[config.mk]
export PLATFORM = sky130hd
export DESIGN_NAME = als_sample_sequencer_flat
export DESIGN_NICKNAME = d
export VERILOG_FILES = /design/src/rtl/als_sample_sequencer_if.sv /design/src/rtl/als_sample_sequencer.sv /design/src/flat_wrapper.sv
export SDC_FILE = /design/constraint.sdc
export NUM_CORES = 1
export LEC_CHECK = 0
export BUFFER_PORTS_ARGS = -buffer_cell sky130_fd_sc_hd__buf_2
export CAP_MARGIN = 20
export CORE_UTILIZATION = 55
export CTS_CLUSTER_SIZE = 28
export DETAILED_ROUTE_END_ITERATION = 8
export GPL_TIMING_DRIVEN = 0
export HOLD_SLACK_MARGIN = 0.15
export PLACE_DENSITY = 0.75
export RECOVER_POWER = 100
export SLEW_MARGIN = 20
export SYNTH_ARGS = -nofsm -noshare
export SYNTH_HDL_FRONTEND = slang
export SYNTH_SLANG_ARGS = --single-unit
[constraint.sdc]
create_clock -name clk -period 3.4 [get_ports clk]
set_input_delay 0.51 -clock clk [delete_from_list [all_inputs] [get_ports clk]]
set_output_delay 0.51 -clock clk [all_outputs]
set_load 0.005 [all_outputs]
[src/rtl/als_sample_sequencer_if.sv]
// Request/response handshake to the SPI light-sensor reader and the sample RAM write port.
interface als_sample_sequencer_if #(
  parameter int unsigned ADDR_W = 4
);
  logic              spi_valid;
  logic              spi_ready;
  logic [7:0]        spi_data;
  logic              mem_we;
  logic [ADDR_W-1:0] mem_addr;
  logic [7:0]        mem_wdata;

  modport master (
    output spi_valid,
    input  spi_ready,
    input  spi_data,
    output mem_we,
    output mem_addr,
    output mem_wdata
  );

  modport slave (
    input  spi_valid,
    output spi_ready,
    output spi_data,
    input  mem_we,
    input  mem_addr,
    input  mem_wdata
  );
endinterface

[src/rtl/als_sample_sequencer.sv]
// Periodic sampler: requests a reading from the SPI reader each tick, stores the byte
// into a circular sample memory and publishes block averages.
module als_sample_sequencer #(
  parameter int unsigned PERIOD_CYCLES  = 100000,
  parameter int unsigned TIMEOUT_CYCLES = 1024,
  parameter int unsigned GAP_CYCLES     = 8,
  parameter int unsigned ADDR_W         = 4,
  parameter int unsigned AVG_LOG2       = 2
) (
  input  logic                   clk,
  input  logic                   rstn,
  input  logic                   enable,
  input  logic                   err_clr,
  als_sample_sequencer_if.master bus,
  output logic [7:0]             avg_out,
  output logic                   avg_valid,
  output logic                   busy,
  output logic                   timeout_err,
  output logic                   overrun_err
);

  localparam int unsigned PER_W = (PERIOD_CYCLES  > 1) ? $clog2(PERIOD_CYCLES)  : 1;
  localparam int unsigned TO_W  = (TIMEOUT_CYCLES > 1) ? $clog2(TIMEOUT_CYCLES) : 1;
  localparam int unsigned GAP_W = (GAP_CYCLES     > 1) ? $clog2(GAP_CYCLES)     : 1;
  localparam int unsigned BLK_W = (AVG_LOG2       > 0) ? AVG_LOG2               : 1;
  localparam int unsigned ACC_W = 8 + AVG_LOG2;

  localparam logic [PER_W-1:0] PER_LAST = PER_W'(PERIOD_CYCLES - 1);
  localparam logic [TO_W-1:0]  TO_LAST  = TO_W'(TIMEOUT_CYCLES - 1);
  localparam logic [GAP_W-1:0] GAP_LAST = GAP_W'(GAP_CYCLES - 1);
  localparam logic [BLK_W-1:0] BLK_LAST = BLK_W'((1 << AVG_LOG2) - 1);

  typedef enum logic [2:0] {
    S_IDLE,
    S_WAIT_PERIOD,
    S_REQUEST,
    S_CAPTURE,
    S_WRITE,
    S_GAP
  } state_t;

  state_t             state_q, state_d;
  logic [PER_W-1:0]   per_cnt_q;
  logic [TO_W-1:0]    to_cnt_q;
  logic [GAP_W-1:0]   gap_cnt_q;
  logic [ADDR_W-1:0]  ptr_q;
  logic [ACC_W-1:0]   acc_q;
  logic [BLK_W-1:0]   blk_q;
  logic               spi_valid_q;
  logic               mem_we_q;
  logic [ADDR_W-1:0]  mem_addr_q;
  logic [7:0]         mem_wdata_q;
  logic               tick;
  logic               to_hit;
  logic               in_txn;
  logic [ACC_W-1:0]   sum;

  assign tick   = enable && (per_cnt_q == PER_LAST);
  assign in_txn = (state_q == S_REQUEST) || (state_q == S_CAPTURE) ||
                  (state_q == S_WRITE)   || (state_q == S_GAP);
  assign sum    = acc_q + ACC_W'(mem_wdata_q);

  assign bus.spi_valid = spi_valid_q;
  assign bus.mem_we    = mem_we_q;
  assign bus.mem_addr  = mem_addr_q;
  assign bus.mem_wdata = mem_wdata_q;

  // Free-running sample period, held at zero while sampling is disabled
  always_ff @(posedge clk or negedge rstn) begin
    if (!rstn) begin
      per_cnt_q <= '0;
    end else if (!enable || (per_cnt_q == PER_LAST)) begin
      per_cnt_q <= '0;
    end else begin
      per_cnt_q <= per_cnt_q + PER_W'(1);
    end
  end

  always_ff @(posedge clk or negedge rstn) begin
    if (!rstn) begin
      state_q <= S_IDLE;
    end else begin
      state_q <= state_d;
    end
  end

  always_comb begin
    state_d = state_q;
    to_hit  = 1'b0;
    case (state_q)
      S_IDLE: begin
        if (enable) state_d = S_WAIT_PERIOD;
      end
      S_WAIT_PERIOD: begin
        if (!enable)   state_d = S_IDLE;
        else if (tick) state_d = S_REQUEST;
      end
      S_REQUEST: begin
        if (bus.spi_ready) begin
          state_d = S_CAPTURE;
        end else if (to_cnt_q == TO_LAST) begin
          state_d = S_GAP;
          to_hit  = 1'b1;
        end
      end
      S_CAPTURE: state_d = S_WRITE;
      S_WRITE:   state_d = S_GAP;
      S_GAP: begin
        if (gap_cnt_q == GAP_LAST) state_d = enable ? S_WAIT_PERIOD : S_IDLE;
      end
      default: state_d = S_IDLE;
    endcase
  end

  // Dwell counters restart on every entry into REQUEST / GAP
  always_ff @(posedge clk or negedge rstn) begin
    if (!rstn) begin
      to_cnt_q  <= '0;
      gap_cnt_q <= '0;
    end else begin
      to_cnt_q  <= ((state_q == S_REQUEST) && (state_d == S_REQUEST)) ? to_cnt_q + TO_W'(1) : '0;
      gap_cnt_q <= ((state_q == S_GAP) && (state_d == S_GAP)) ? gap_cnt_q + GAP_W'(1) : '0;
    end
  end

  // Outputs are registered from the next state so they line up with the state they describe
  always_ff @(posedge clk or negedge rstn) begin
    if (!rstn) begin
      spi_valid_q <= 1'b0;
      mem_we_q    <= 1'b0;
      mem_addr_q  <= '0;
      mem_wdata_q <= '0;
      ptr_q       <= '0;
      acc_q       <= '0;
      blk_q       <= '0;
      avg_out     <= '0;
      avg_valid   <= 1'b0;
      busy        <= 1'b0;
      timeout_err <= 1'b0;
      overrun_err <= 1'b0;
    end else begin
      spi_valid_q <= (state_d == S_REQUEST) || (state_d == S_CAPTURE);
      mem_we_q    <= (state_d == S_WRITE);
      busy        <= (state_d != S_IDLE) && (state_d != S_WAIT_PERIOD);
      avg_valid   <= 1'b0;

      // Reader data settles one cycle after ready, so sample it in CAPTURE
      if (state_q == S_CAPTURE) begin
        mem_wdata_q <= bus.spi_data;
        mem_addr_q  <= ptr_q;
      end

      if (state_q == S_WRITE) begin
        ptr_q <= ptr_q + ADDR_W'(1);
        if (blk_q == BLK_LAST) begin
          avg_out   <= 8'(sum >> AVG_LOG2);
          avg_valid <= 1'b1;
          acc_q     <= '0;
          blk_q     <= '0;
        end else begin
          acc_q <= sum;
          blk_q <= blk_q + BLK_W'(1);
        end
      end

      // Sticky flags: a new error in the clear cycle wins
      timeout_err <= to_hit | (timeout_err & ~err_clr);
      overrun_err <= (tick & in_txn) | (overrun_err & ~err_clr);
    end
  end

endmodule

[src/flat_wrapper.sv]
// flat-port wrapper written by rule: the top's interface ports become plain ports
module als_sample_sequencer_flat 
#(
  parameter int unsigned PERIOD_CYCLES  = 100000,
  parameter int unsigned TIMEOUT_CYCLES = 1024,
  parameter int unsigned GAP_CYCLES     = 8,
  parameter int unsigned ADDR_W         = 4,
  parameter int unsigned AVG_LOG2       = 2
)
  (clk, rstn, enable, err_clr, avg_out, avg_valid, busy, timeout_err, overrun_err, bus_spi_valid, bus_spi_ready, bus_spi_data, bus_mem_we, bus_mem_addr, bus_mem_wdata);
  als_sample_sequencer_if #(.ADDR_W(ADDR_W)) bus_i ();
  input  logic clk;
  input  logic rstn;
  input  logic enable;
  input  logic err_clr;
  output logic [7:0] avg_out;
  output logic avg_valid;
  output logic busy;
  output logic timeout_err;
  output logic overrun_err;
  output wire logic [$bits(bus_i.spi_valid)-1:0] bus_spi_valid;
  input wire logic [$bits(bus_i.spi_ready)-1:0] bus_spi_ready;
  input wire logic [$bits(bus_i.spi_data)-1:0] bus_spi_data;
  output wire logic [$bits(bus_i.mem_we)-1:0] bus_mem_we;
  output wire logic [$bits(bus_i.mem_addr)-1:0] bus_mem_addr;
  output wire logic [$bits(bus_i.mem_wdata)-1:0] bus_mem_wdata;
  assign bus_spi_valid = bus_i.spi_valid;
  assign bus_i.spi_ready = bus_spi_ready;
  assign bus_i.spi_data = bus_spi_data;
  assign bus_mem_we = bus_i.mem_we;
  assign bus_mem_addr = bus_i.mem_addr;
  assign bus_mem_wdata = bus_i.mem_wdata;
  als_sample_sequencer #(.PERIOD_CYCLES(PERIOD_CYCLES), .TIMEOUT_CYCLES(TIMEOUT_CYCLES), .GAP_CYCLES(GAP_CYCLES), .ADDR_W(ADDR_W), .AVG_LOG2(AVG_LOG2)) u_core (.clk(clk), .rstn(rstn), .enable(enable), .err_clr(err_clr), .bus(bus_i), .avg_out(avg_out), .avg_valid(avg_valid), .busy(busy), .timeout_err(timeout_err), .overrun_err(overrun_err));
endmodule
==> results.md <==
- Outcome: finished, violations left
- Failing checks: capacitance limit, slew limit
- Cell Rows: 29
- CP Max Fanout: 10
- R2R Setup Slk: 0.99 ns
- Initial core utilization: 0.567
- CP required: 3.61 ns
- Leakage dissipation: 1.91 nW
- TNS Setup: 0 ns
- Rel. slew slack: -0.0677
- Hold Path Class: input pin to register
- Synth Area in Adders: 0.0545
- Post-synthesis compound-gate area fraction: 0.0874
- Least-Margin Pin Slew: 1.60 ns
- Async set-reset flop share out of synthesis: 1.00
- CTS H-tree lvls: 3
- Final #Nets: 413
- Post-Syn Instances: 334
- Avg WL per Cell: approximately 14 um
- Layout overhead on the synthesized area: 14.6%
- Setup Skew: about 0.009 ns
- # diodes: 0
- Post-cts resize count: 0
- CTS root buf: clkbuf_8
- Max Buffers Root-to-Sink: 2
- WS Path Type: register to register
- Synth warn: 0
- Slew Viols, Final: 28
- Die span in x: roughly 83 um
- Worst EP arrival: roughly 2.6 ns
- Synth unique cells: 48
- Mux share of post-synthesis cell area: 0.0472
- Worst Hold End: u_core.timeout_err
- Gr ovfl total: 0
- # setup viols final: 0
- Hold Startpoint: err_clr
- Pre-CTS WS: 1.29 ns
- Crit path capture type: register
- Worst R2R Path Depth: 8
- Core Box Area: 6310 um^2
- DR vias: ~2500
- Number of global-route vias before repair: 2298
- Post-route DRC violation count: 0
- CTS Buf Count: 9
- DRT iter0 DRCs: 139
- # fillers: 535
- GRT Total Usage: 0.216
- R2R Path End: u_core.per_cnt_q[15]
- Seq cells post-synth: 75
- Hold path depth: 2
- Clock Latency Late Sink: 0.35 ns
- CTS Sinks: 75
- Post-DP HPWL: 4630 um
- GP Congestion: about 0.87
- Main combinational cell family by area after synthesis: simple AND/OR/NAND/NOR gates
- Global-route wire length before repair: roughly 11000 um
- Tcrit/Tclk final: 0.710
- Die height: slightly above 80 um
- DRT Pass-1 Iters: 4
- # Max-Cap Violations: 1
- Num ports: 39
- Initial antenna violation count: 0
- EDFF count, synth: 0
- Syn nets: 362
- Hold_ws: 0.357 ns
- Final Hold Violating Endpoints: 0
- Share of cells above drive strength 1: 0.126
- Mapped Area: 3580 um^2
- Die area: about 6800 um^2
- Sequential element share of the synthesized area: 0.524
- Avg Cell Area, Syn: 10.7 um^2
- Peak supply drop: between 400 and 500 uV
- Crit Reg-Reg Startpoint: u_core.per_cnt_q[0]
- Top FF cell, synth: dfrtp_1
- Power consumption: 2.64 mW
- Core Util, Final: 0.649
- Post-Synth XOR/XNOR Area: 0.0808
- Min Tclk post-route: 2.41 ns
- Pwr Density: 643 nW/um^2
- Critical Path Source Type: register
- Synth Area in Simple Gates: 0.176
- RSZ-0062 raised after global routing: false
- Routed Antenna Nets: 0
- Routed wire length: approximately 6700 um
- Port Buf Inserts: 38
- Drt via density: 5.40
- CTS tree: built
- Largest net degree at the start of global routing: 49
- Achievable Freq: 414 MHz
- Post-route setup slack: ~0.99 ns
- Clk pin slew, worst setup/hold paths: 0.08 ns
[power breakdown]
group          total, mW  internal (mW)  switching [mW]
sequential          1.13           1.03          0.0980
combinational      0.631          0.279           0.353
clock              0.874          0.547           0.327
total               2.64           1.86           0.778
[per-stage QoR]
step | cells | cell area [um^2]
after global routing | 467 | 4100
after floorplan | 334 | 3580
after global placement | 449 | 3860
after detailed placement | 450 | 3890
final | 467 | 4100
after CTS | 467 | 4170
[final cells by class]
class / count / area, um^2 / area share
sequential: 75 / 1880 / 0.458
multi-input combinational: 236 / 1580 / 0.385
timing repair buffer: 40 / 200 / 0.0488
clock buffer: 12 / 165 / 0.0403
tap: 77 / 96.3 / 0.0235
clock inverter: 4 / 95.1 / 0.0232
buffer: 13 / 48.8 / 0.0119
inverter: 10 / 37.5 / 0.00915
[worst max-delay path, cell delays in order (launching register included)]
cell	delay (ns)
dfrtp_1	0.42
ha_1	0.26
and3_1	0.18
clkbuf_1	0.24
and4_1	0.28
nand2b_1	0.11
clkbuf_1	0.29
clkbuf_1	0.39
nor2_1	0.10
[flip-flops by register name, indices dropped and copies added, names as in the netlist]
| name | cells |
|---|---|
| u_core.acc_q | 10 |
| u_core.timeout_err | 1 |
| u_core.avg_valid | 1 |
| u_core.bus.mem_wdata | 8 |
| u_core.state_q | 3 |
| u_core.busy | 1 |
| u_core.bus.mem_addr | 4 |
| u_core.per_cnt_q | 17 |
| u_core.overrun_err | 1 |
| u_core.avg_out | 8 |
| u_core.ptr_q | 4 |
| u_core.blk_q | 2 |
| u_core.gap_cnt_q | 3 |
| u_core.bus.mem_we | 1 |
| u_core.bus.spi_valid | 1 |
| u_core.to_cnt_q | 10 |
[logic make-up (layout without fill, tap and decap cells)]
| group | Yosys count | in the layout |
|---|---|---|
| DFF | 75 | 75 |
| xor gates and xnor gates | 33 | 33 |
| buffers and inverters | 23 | 79 |
| AOI/OAI and AO/OA | 47 | 47 |
| muxes | 15 | 15 |
| and+or+nand+nor | 126 | 126 |
| adders and majority gates | 15 | 15 |
[layout by cell type, fill, tap and decap left out, drive strengths merged, types with 2 or more instances in the layout]
master	count
dfrtp	75
clkbuf	47
nand2	38
nor2	36
xor2	20
buf	17
nand3	15
mux2	15
ha	14
xnor2	13
inv	10
o21ai	10
a21oi	10
nand4	6
and3	6
and4	5
nand2b	4
a22o	4
o21bai	3
and2	3
nor2b	3
nor3b	3
a21o	3
o31ai	3
bufinv	3
o32ai	2
o22ai	2
o211ai	2
[Yosys cell counts (2+ instances only)]
cell type | instances | area [um^2]
ha_1 | 14 | 175
clkbuf_1 | 6 | 22.5
nand3_1 | 15 | 75.1
dfrtp_1 | 75 | 1880
xnor2_1 | 13 | 114
o22ai_1 | 2 | 12.5
a21o_1 | 3 | 22.5
nor3b_1 | 2 | 15.0
buf_6 | 2 | 22.5
mux2_2 | 15 | 169
nand2b_1 | 4 | 25.0
o211ai_1 | 2 | 15.0
inv_1 | 10 | 37.5
nor2b_1 | 3 | 18.8
nand4_1 | 5 | 31.3
o21ai_0 | 10 | 50.1
o31ai_1 | 3 | 22.5
o32ai_1 | 2 | 17.5
a21oi_1 | 10 | 50.1
buf_2 | 5 | 25.0
and3_1 | 5 | 31.3
xor2_1 | 20 | 175
and4_1 | 4 | 35.0
and2_1 | 3 | 18.8
o21bai_1 | 3 | 22.5
nor2_1 | 36 | 135
a22o_1 | 4 | 35.0
nand2_1 | 38 | 143
[metal layers]
layer  global-route usage  wire length [um]
met4                0.110               149
met1                0.313              3420
met3               0.0484               248
met5                    0                 0
met2                0.299              2860
[worst max path at each step]
stage / start / endpoint / slack [ns] / depth (start not counted)
CTS: u_core.bus.mem_wdata[0] / u_core.avg_out[4] / 1.26 / 7
global route: u_core.per_cnt_q[0] / u_core.per_cnt_q[14] / 0.73 / 8
finish: u_core.per_cnt_q[0] / u_core.per_cnt_q[15] / 0.99 / 8
detailed placement: u_core.bus.mem_wdata[0] / u_core.avg_out[4] / 1.29 / 7
global placement: u_core.bus.mem_wdata[0] / u_core.avg_out[4] / 1.31 / 7
floorplan: u_core.bus.mem_wdata[0] / u_core.avg_out[4] / 1.47 / 7
[timing repair]
action / in CTS / in global routing
setup buffers: 0 / 0
hold buffers: 1 / 0
endpoints found under the hold margin: 27 / 0
Power figures use the tool's default switching activity.
